File: src/rtl/alu_div_pkg.sv
// Shared types and constants for the sequential RV32M divide unit.
package alu_div_pkg;

  localparam int DIV_W = 32;

  typedef enum logic [1:0] {
    DIV  = 2'b00,
    DIVU = 2'b01,
    REM  = 2'b10,
    REMU = 2'b11
  } div_op_e;

  typedef enum logic [1:0] {
    IDLE = 2'b00,
    CALC = 2'b01,
    FIX  = 2'b10,
    DONE = 2'b11
  } div_state_e;

endpackage

File: src/rtl/alu_div_step.sv
// One restoring radix-2 step: shift in the next dividend bit, trial-subtract the divisor.
module alu_div_step #(
  parameter int WIDTH = 32
) (
  input  logic [WIDTH-1:0] i_rem,
  input  logic             i_quo_msb,
  input  logic [WIDTH-1:0] i_dvs,
  output logic [WIDTH-1:0] o_rem,
  output logic             o_qbit
);

  logic [WIDTH:0] w_trial;
  logic           w_ge;

  assign w_trial = {i_rem, i_quo_msb};
  assign w_ge    = (w_trial >= {1'b0, i_dvs});
  // Partial remainder stays below the divisor, so a successful difference fits in WIDTH bits.
  assign o_rem   = w_ge ? (w_trial[WIDTH-1:0] - i_dvs) : w_trial[WIDTH-1:0];
  assign o_qbit  = w_ge;

endmodule

File: src/rtl/alu_seq_divider.sv
// Iterative DIV/DIVU/REM/REMU unit, one quotient bit per clock.
// Optional macro ALU_DIV_EARLY_OUT_EN: divide-by-zero and signed overflow finish right after accept.
module alu_seq_divider
  import alu_div_pkg::*;
#(
  parameter int WIDTH = DIV_W
) (
  input  logic             clk,
  input  logic             rst,
  input  logic             start,
  input  logic [1:0]       op,
  input  logic [WIDTH-1:0] dividend,
  input  logic [WIDTH-1:0] divisor,
  input  logic             flush,
  output logic             busy,
  output logic             done,
  output logic [WIDTH-1:0] result
);

  localparam int CNT_W = $clog2(WIDTH) + 1;
  localparam logic [WIDTH-1:0] MIN_VAL = {1'b1, {(WIDTH-1){1'b0}}};

  div_state_e       r_state;
  logic             r_is_rem;
  logic [WIDTH-1:0] r_quo;
  logic [WIDTH-1:0] r_rem;
  logic [WIDTH-1:0] r_dvs;
  logic [CNT_W-1:0] r_cnt;
  logic             r_q_neg;
  logic             r_r_neg;
  logic             r_div0;
  logic             r_ovf;
  logic             r_busy;
  logic             r_done;
  logic [WIDTH-1:0] r_result;

  logic             w_signed;
  logic             w_a_neg;
  logic             w_b_neg;
  logic [WIDTH-1:0] w_a_mag;
  logic [WIDTH-1:0] w_b_mag;
  logic             w_div0;
  logic             w_ovf;
  logic             w_accept;
  logic [WIDTH-1:0] w_rem_nxt;
  logic             w_qbit;
  logic [WIDTH-1:0] w_quo_fix;
  logic [WIDTH-1:0] w_rem_fix;

  assign w_signed = (div_op_e'(op) == DIV) || (div_op_e'(op) == REM);
  assign w_a_neg  = w_signed & dividend[WIDTH-1];
  assign w_b_neg  = w_signed & divisor[WIDTH-1];
  assign w_a_mag  = w_a_neg ? -dividend : dividend;
  assign w_b_mag  = w_b_neg ? -divisor : divisor;
  assign w_div0   = (divisor == '0);
  assign w_ovf    = w_signed && (dividend == MIN_VAL) && (divisor == '1);
  assign w_accept = start && !flush && ((r_state == IDLE) || (r_state == DONE));

  alu_div_step #(.WIDTH(WIDTH)) u_step (
    .i_rem    (r_rem),
    .i_quo_msb(r_quo[WIDTH-1]),
    .i_dvs    (r_dvs),
    .o_rem    (w_rem_nxt),
    .o_qbit   (w_qbit)
  );

  // Special cases override the iterated values; divide-by-zero quotient skips sign correction.
  assign w_quo_fix = r_div0 ? '1 : (r_ovf ? MIN_VAL : (r_q_neg ? -r_quo : r_quo));
  assign w_rem_fix = r_ovf ? '0 : (r_r_neg ? -r_rem : r_rem);

`ifdef ALU_DIV_EARLY_OUT_EN
  logic [WIDTH-1:0] w_special_res;
  assign w_special_res = w_div0 ? (op[1] ? dividend : '1) : (op[1] ? '0 : MIN_VAL);
`endif

  always_ff @(posedge clk or posedge rst) begin
    if (rst) begin
      r_state  <= IDLE;
      r_is_rem <= 1'b0;
      r_quo    <= '0;
      r_rem    <= '0;
      r_dvs    <= '0;
      r_cnt    <= '0;
      r_q_neg  <= 1'b0;
      r_r_neg  <= 1'b0;
      r_div0   <= 1'b0;
      r_ovf    <= 1'b0;
      r_busy   <= 1'b0;
      r_done   <= 1'b0;
      r_result <= '0;
    end else begin
      case (r_state)
        IDLE, DONE: begin
          r_done <= 1'b0;
          if (w_accept) begin
            r_is_rem <= op[1];
            r_quo    <= w_a_mag;
            r_rem    <= '0;
            r_dvs    <= w_b_mag;
            r_cnt    <= CNT_W'(WIDTH);
            r_q_neg  <= w_a_neg ^ w_b_neg;
            r_r_neg  <= w_a_neg;
            r_div0   <= w_div0;
            r_ovf    <= w_ovf;
            r_busy   <= 1'b1;
            r_state  <= CALC;
`ifdef ALU_DIV_EARLY_OUT_EN
            if (w_div0 || w_ovf) begin
              r_result <= w_special_res;
              r_done   <= 1'b1;
              r_busy   <= 1'b0;
              r_state  <= DONE;
            end
`endif
          end else begin
            r_state <= IDLE;
          end
        end
        CALC: begin
          if (flush) begin
            r_busy  <= 1'b0;
            r_state <= IDLE;
          end else begin
            r_rem <= w_rem_nxt;
            r_quo <= {r_quo[WIDTH-2:0], w_qbit};
            r_cnt <= r_cnt - CNT_W'(1);
            if (r_cnt == CNT_W'(1)) r_state <= FIX;
          end
        end
        FIX: begin
          r_busy <= 1'b0;
          if (flush) begin
            r_state <= IDLE;
          end else begin
            r_result <= r_is_rem ? w_rem_fix : w_quo_fix;
            r_done   <= 1'b1;
            r_state  <= DONE;
          end
        end
        default: begin
          r_busy  <= 1'b0;
          r_done  <= 1'b0;
          r_state <= IDLE;
        end
      endcase
    end
  end

  assign busy   = r_busy;
  assign done   = r_done;
  assign result = r_result;

endmodule

File: config.mk
export PLATFORM = sky130hd
export DESIGN_NAME = alu_seq_divider
export DESIGN_NICKNAME = d
export VERILOG_FILES = /design/src/rtl/alu_div_pkg.sv /design/src/rtl/alu_div_step.sv /design/src/rtl/alu_seq_divider.sv
export SDC_FILE = /design/constraint.sdc
export NUM_CORES = 1
export LEC_CHECK = 0
export ABC_CLOCK_PERIOD_IN_PS = 12270
export CELL_PAD_IN_SITES_DETAIL_PLACEMENT = 0
export CELL_PAD_IN_SITES_GLOBAL_PLACEMENT = 1
export CORE_MARGIN = 5
export CORE_UTILIZATION = 47
export CTS_CLUSTER_DIAMETER = 50
export CTS_CLUSTER_SIZE = 12
export DETAILED_ROUTE_END_ITERATION = 16
export PLACE_DENSITY_LB_ADDON = 0.1
export SYNTH_ARGS = -nofsm -noshare
export SYNTH_HDL_FRONTEND = slang
export SYNTH_SLANG_ARGS = --single-unit
File: constraint.sdc
create_clock -name clk -period 12.27 [get_ports clk]
set_input_delay 1.227 -clock clk [delete_from_list [all_inputs] [get_ports clk]]
set_output_delay 1.227 -clock clk [all_outputs]
set_load 0.02 [all_outputs]
Word level (Yosys, flattened, before mapping)
Index checks and enable logic that the tools add are counted. Widths: inputs -> output; s select.

Bits in read-only memories: 0. Latch bits: 0. Output and inout bits: 34. Memories: 0. Bits in writable memories: 0. Bits in registers: 143.

Order comparisons: 1. Shift operators: 0. $mul: 0. Add/subtract/negate cells: 6. Eq/ne operators: 12. Mux-type cells: 28. Reductions and logical operators: 18. Bitwise logic cells: 4. Divide/modulo/power cells: 0.

Operator list (count): $mux 32 (13); $neg 32->32 (4); $pmux 32 s2 (2); $eq 32x32->1 const B (2); $ge 33x32->1 (1); $logic_not 32->1 (1); $sub 32x32->32 (1); $mux 6 (2); $pmux 6 s2 (1); $ne 2x2->1 const B (4); $reduce_and 2->1 (4); $eq 2x2->1 const B (3); $eq 6x1->1 const B (1); $mux 2 (3); $pmux 2 s3 (1); $sub 6x1->6 const B (1); $logic_and 1x1->1 (4); $logic_not 2->1 (2); $mux 1 (4); $reduce_bool 2->1 (2); $ne 3x3->1 const B (1); $pmux 1 s3 (1); $reduce_and 3->1 (1); $and 1x1->1 (2); 7 further kinds (8).

Logic depth before layout (Yosys ltp)
Depth in word-level cells: 6. Depth in mapped cells: 14. Mapped depth without buffers: 13.

Hierarchy
A second synthesis with hierarchy kept.

Cell total of the unflattened synthesis: 1291. Area, all modules: 11110.7 um^2.

Modules (own cells, without submodules): alu_seq_divider (area each 8780.9 um^2, cells each 988, seq. area each 3578.4 um^2, times used 1); alu_div_step (area each 2329.7 um^2, cells each 303, seq. area each 0.0 um^2, times used 1).

Worst setup path after synthesis
OpenSTA, ideal clock, no wires.

Path kind: in2reg. Start: in dividend[12]. End: reg r_quo[25]. Setup time: 0.130 ns. Arrival: 3.282 ns. Slack: 8.858 ns. Stages: 9. Data required time: 12.140 ns. Cells stage by stage: or4_4 or4b_1 nor4_2 nand2_1 o41ai_2 xor2_1 nor2_1 a21oi_1 o21ai_1.

Word-level cells in the longest chain between the ends: 4.

RTL lines: start, declared (RTL line alu_seq_divider.sv:12) `input logic [WIDTH-1:0] dividend,`; $neg 32->32 (RTL line alu_seq_divider.sv:53) `assign w_a_mag = w_a_neg ? -dividend : dividend;`; $mux 32 (RTL line alu_seq_divider.sv:53); $mux 32 (RTL line alu_seq_divider.sv:95) `if (w_accept) begin`; $pmux 32 s2 (RTL line alu_seq_divider.sv:92) `case (r_state)`; end signal, assigned (RTL line alu_seq_divider.sv:97) `r_quo <= w_a_mag;`; end signal, assigned (RTL line alu_seq_divider.sv:125) `r_quo <= {r_quo[WIDTH-2:0], w_qbit};`; end, declared (RTL line alu_seq_divider.sv:25) `logic [WIDTH-1:0] r_quo;`.

No other way between the ends. The select of a mux whose other input is x is not followed. A chain may end at the register's enable or synchronous reset.

Worst setup path in the final report
Start: reg r_rem[8]. End: reg r_rem[28].

Word-level cells in the longest chain between the ends: 4. Elaborated cells on any way between the ends: 5. Classes of those cells: 1 x add/sub; 1 x order compare; 3 x mux.

RTL lines: start, declared (RTL line alu_seq_divider.sv:26) `logic [WIDTH-1:0] r_rem;`; start signal, assigned (RTL line alu_seq_divider.sv:124) `r_rem <= w_rem_nxt;`; $sub 32x32->32 or $ge 33x32->1 (tied branches) (RTL line alu_div_step.sv:18, alu_div_step.sv:16); $mux 32 (*) (RTL line alu_div_step.sv:18) `assign o_rem = w_ge ? (w_trial[WIDTH-1:0] - i_dvs) : w_trial[WIDTH-1:0];`; $mux 32 (*) (RTL line alu_seq_divider.sv:120) `if (flush) begin`; $pmux 32 s2 (*) (RTL line alu_seq_divider.sv:92).

Every way passes the cells marked *; elsewhere a longest branch is shown, timed or not. The select of a mux whose other input is x is not followed.

==> out/metrics.cfg <==
[run_status]
status = finished clean

[timing]
finClkSkew_ps = 16.0
finalSetupViolCount = 0
rsz0062_at_grt = false
relSlewSlack = 0.176
fin_tns_setup_ps = 0
slew_viol_final = 0
period_share = 0.311
worst_slew_pin_slew_ps = 1230
fmax_mhz = 262
timing.final.hold_violations = 0
hold_slack_ps = 473
min_period_ps = 3820

[power_and_ir_drop]
power_density_nw_per_um2 = 293
p_leak_uw = 0.00534
total_power_uw = 3740
peakVddDrop_uv = 216

[synthesis]
syn_inst = 1380
synth_top_area_share = 0.326
synth.distinct_cells = 71
synth.avg_cell_area_um2 = 7.95
ys.flop_type = dfrtp_1
async_reset_ff_frac = 1.00
synth_commonest_cells = 165 x nand2_1, 143 x dfrtp_1, 143 x o21ai_0, 127 x nor2_1, 112 x a21oi_1
syn_area_um2 = 11000
synth_area_leader_cell = dfrtp_1
synth-edff-count = 0
synth-seq-cells = 143
syn_nets = 1492
synth_warnings = 0
synth_area_leaders = dfrtp_1 33%, o21ai_0 6.5%, xor2_1 5.9%, nand2_1 5.6%, a21oi_1 5.1%
synth-seq-area-share = 0.326
yosysMostFrequentCell = nand2_1

[route]
drc = 0
vias = 10018
postRouteAntennaNets = 0
drt_iter0_drc = 669
wl_per_cell_um = 17.6
wirelength_mm = 31.0
viasPerCell = 5.68
first_pass_iters = 5

[floorplanning]
die_w_um = 163
coreArea_um2 = 23200
die_area_um2 = 26500
start_util = 0.473
io_pins = 104
rows = 56
die_height_um = 163

[clock_tree]
cts_buffers = 17
tritoncts = done
worstSkewPairLatency_ps = 430
ctsResizeCount = 0
cts_max_level = 4
post_cts_buffers = 0
clk_pin_slew_ps = 70
root_buffer = clkbuf_16
ctsHoldBuffers = 0
clockBufferDepth = 2
cts.sinks = 143

[hold_path]
hold_class = reg2reg

[global_route]
grt_pass1_wl_mm = 51.1
grt_max_degree = 100
top_usage_layer = met2
grt_util_met1 = 0.345
groute.layer.met2.usage = 0.383
antenna_found_initial = 0
grt_pass1_vias = 9623
overflow = 0
grt_util_met3 = 0.0362
gr-usage-all-layers = 0.237

[setup_path]
start_kind = flip-flop
setup.worst_path.class = reg2reg
worstSetupEndpointType = flip-flop
cp_max_fo = 28
worstPathArrival_ps = 4130
required_ps = 12580

[finish]
layout.cells.non_filler = 1765
area_growth_pct = 16.4
final_nets = 1545
drive_gt1_frac = 0.0498
num_antenna_cells = 0
seqCellArea_um2 = 3580
multiInputGateArea_um2 = 6860
fillers = 2230

[placement]
numPortBuffers = 103
gp_congestion = 0.908
dp_cells = 1733
dpl.hpwl_mm = 23.2

[run]
drv_cap = 0

==> worst max-delay path, cell delays in order (launching register included) <==
cell       delay, ps
dfrtp_1          490
ha_1             420
and4_1           290
and2_1           160
a41oi_1          270
o21ai_1          120
a2111oi_2        480
nand2_1          760
nand3b_1         330
mux2i_1          110
o31a_1           280
==> where the power goes <==
part | switching, uW | total (uW) | internal (uW) | leakage [uW]
registers | 270 | 941 | 671 | 0.00184
logic | 1360 | 2280 | 914 | 0.00323
clock network | 226 | 519 | 293 | 0.000270
total | 1860 | 3740 | 1880 | 0.00534
==> layout make-up <==
class	count	area share
Timing Repair Buffer	114	0.0872
Clock inverter	13	0.00980
Sequential cell	143	0.280
Tap cell	319	0.0313
Multi-Input combinational cell	1096	0.537
Inverter	61	0.0183
Clock buffer	19	0.0355
==> per-layer routing <==
| metal | share of wire | vias to the layer above |
|---|---|---|
| li1 | - | 5024 |
| met1 | 0.49 | 4782 |
| met2 | 0.47 | 191 |
| met3 | 0.036 | 21 |
| met4 | 0.0082 | 0 |
| met5 | 0 | - |
==> kinds of logic after synthesis <==
group           share of synthesized area
fa+ha+maj                          0.0486
compound gates                      0.252
mux                                0.0138
buf+inv                            0.0488
simple gates                        0.200
flops                               0.326
xor+xnor                            0.110
==> flip-flops by register name, indices dropped and copies added, names as in the netlist, 2 cells and up <==
signal   cells
r_cnt        6
r_dvs       32
r_quo       32
r_rem       32
r_state      2
result      32
==> cells in the final DEF, fill, tap and decap left out, types with 22 or more instances in the layout <==
cell               n
a21oi_1          112
clkdlybuf4s50_1  103
dfrtp_1          143
ha_1              40
inv_1             60
nand2_1          165
nor2_1           127
nor3_1            22
o21a_1            22
o21ai_0          143
o31ai_1           32
xnor2_1           64
xor2_1            74
==> stage by stage <==
step / utilization / cell area [um^2] / worst slack (ps)
final: 0.550 / 12800 / 8450
after global routing: 0.550 / 12800 / 8170
after floorplan: - / 11000 / 7210
after CTS: 0.550 / 12800 / 8480
after detailed placement: 0.525 / 12200 / 8100
after global placement: 0.525 / 12200 / 8150
==> path summary, 6_finish.rpt <==
kind | start | end | slack (ps) | depth (start not counted)
min | result[0] | result[0] | 470 | 2
max in group asynchronous | rst | r_quo[21] | 9620 | 3
max | r_rem[8] | r_rem[28] | 8450 | 10
min reg2reg | result[0] | result[0] | 470 | 2
min in group asynchronous | rst | r_rem[6] | 1330 | 2
max reg2reg | r_rem[8] | r_rem[28] | 8450 | 10
Power figures use the tool's default switching activity.
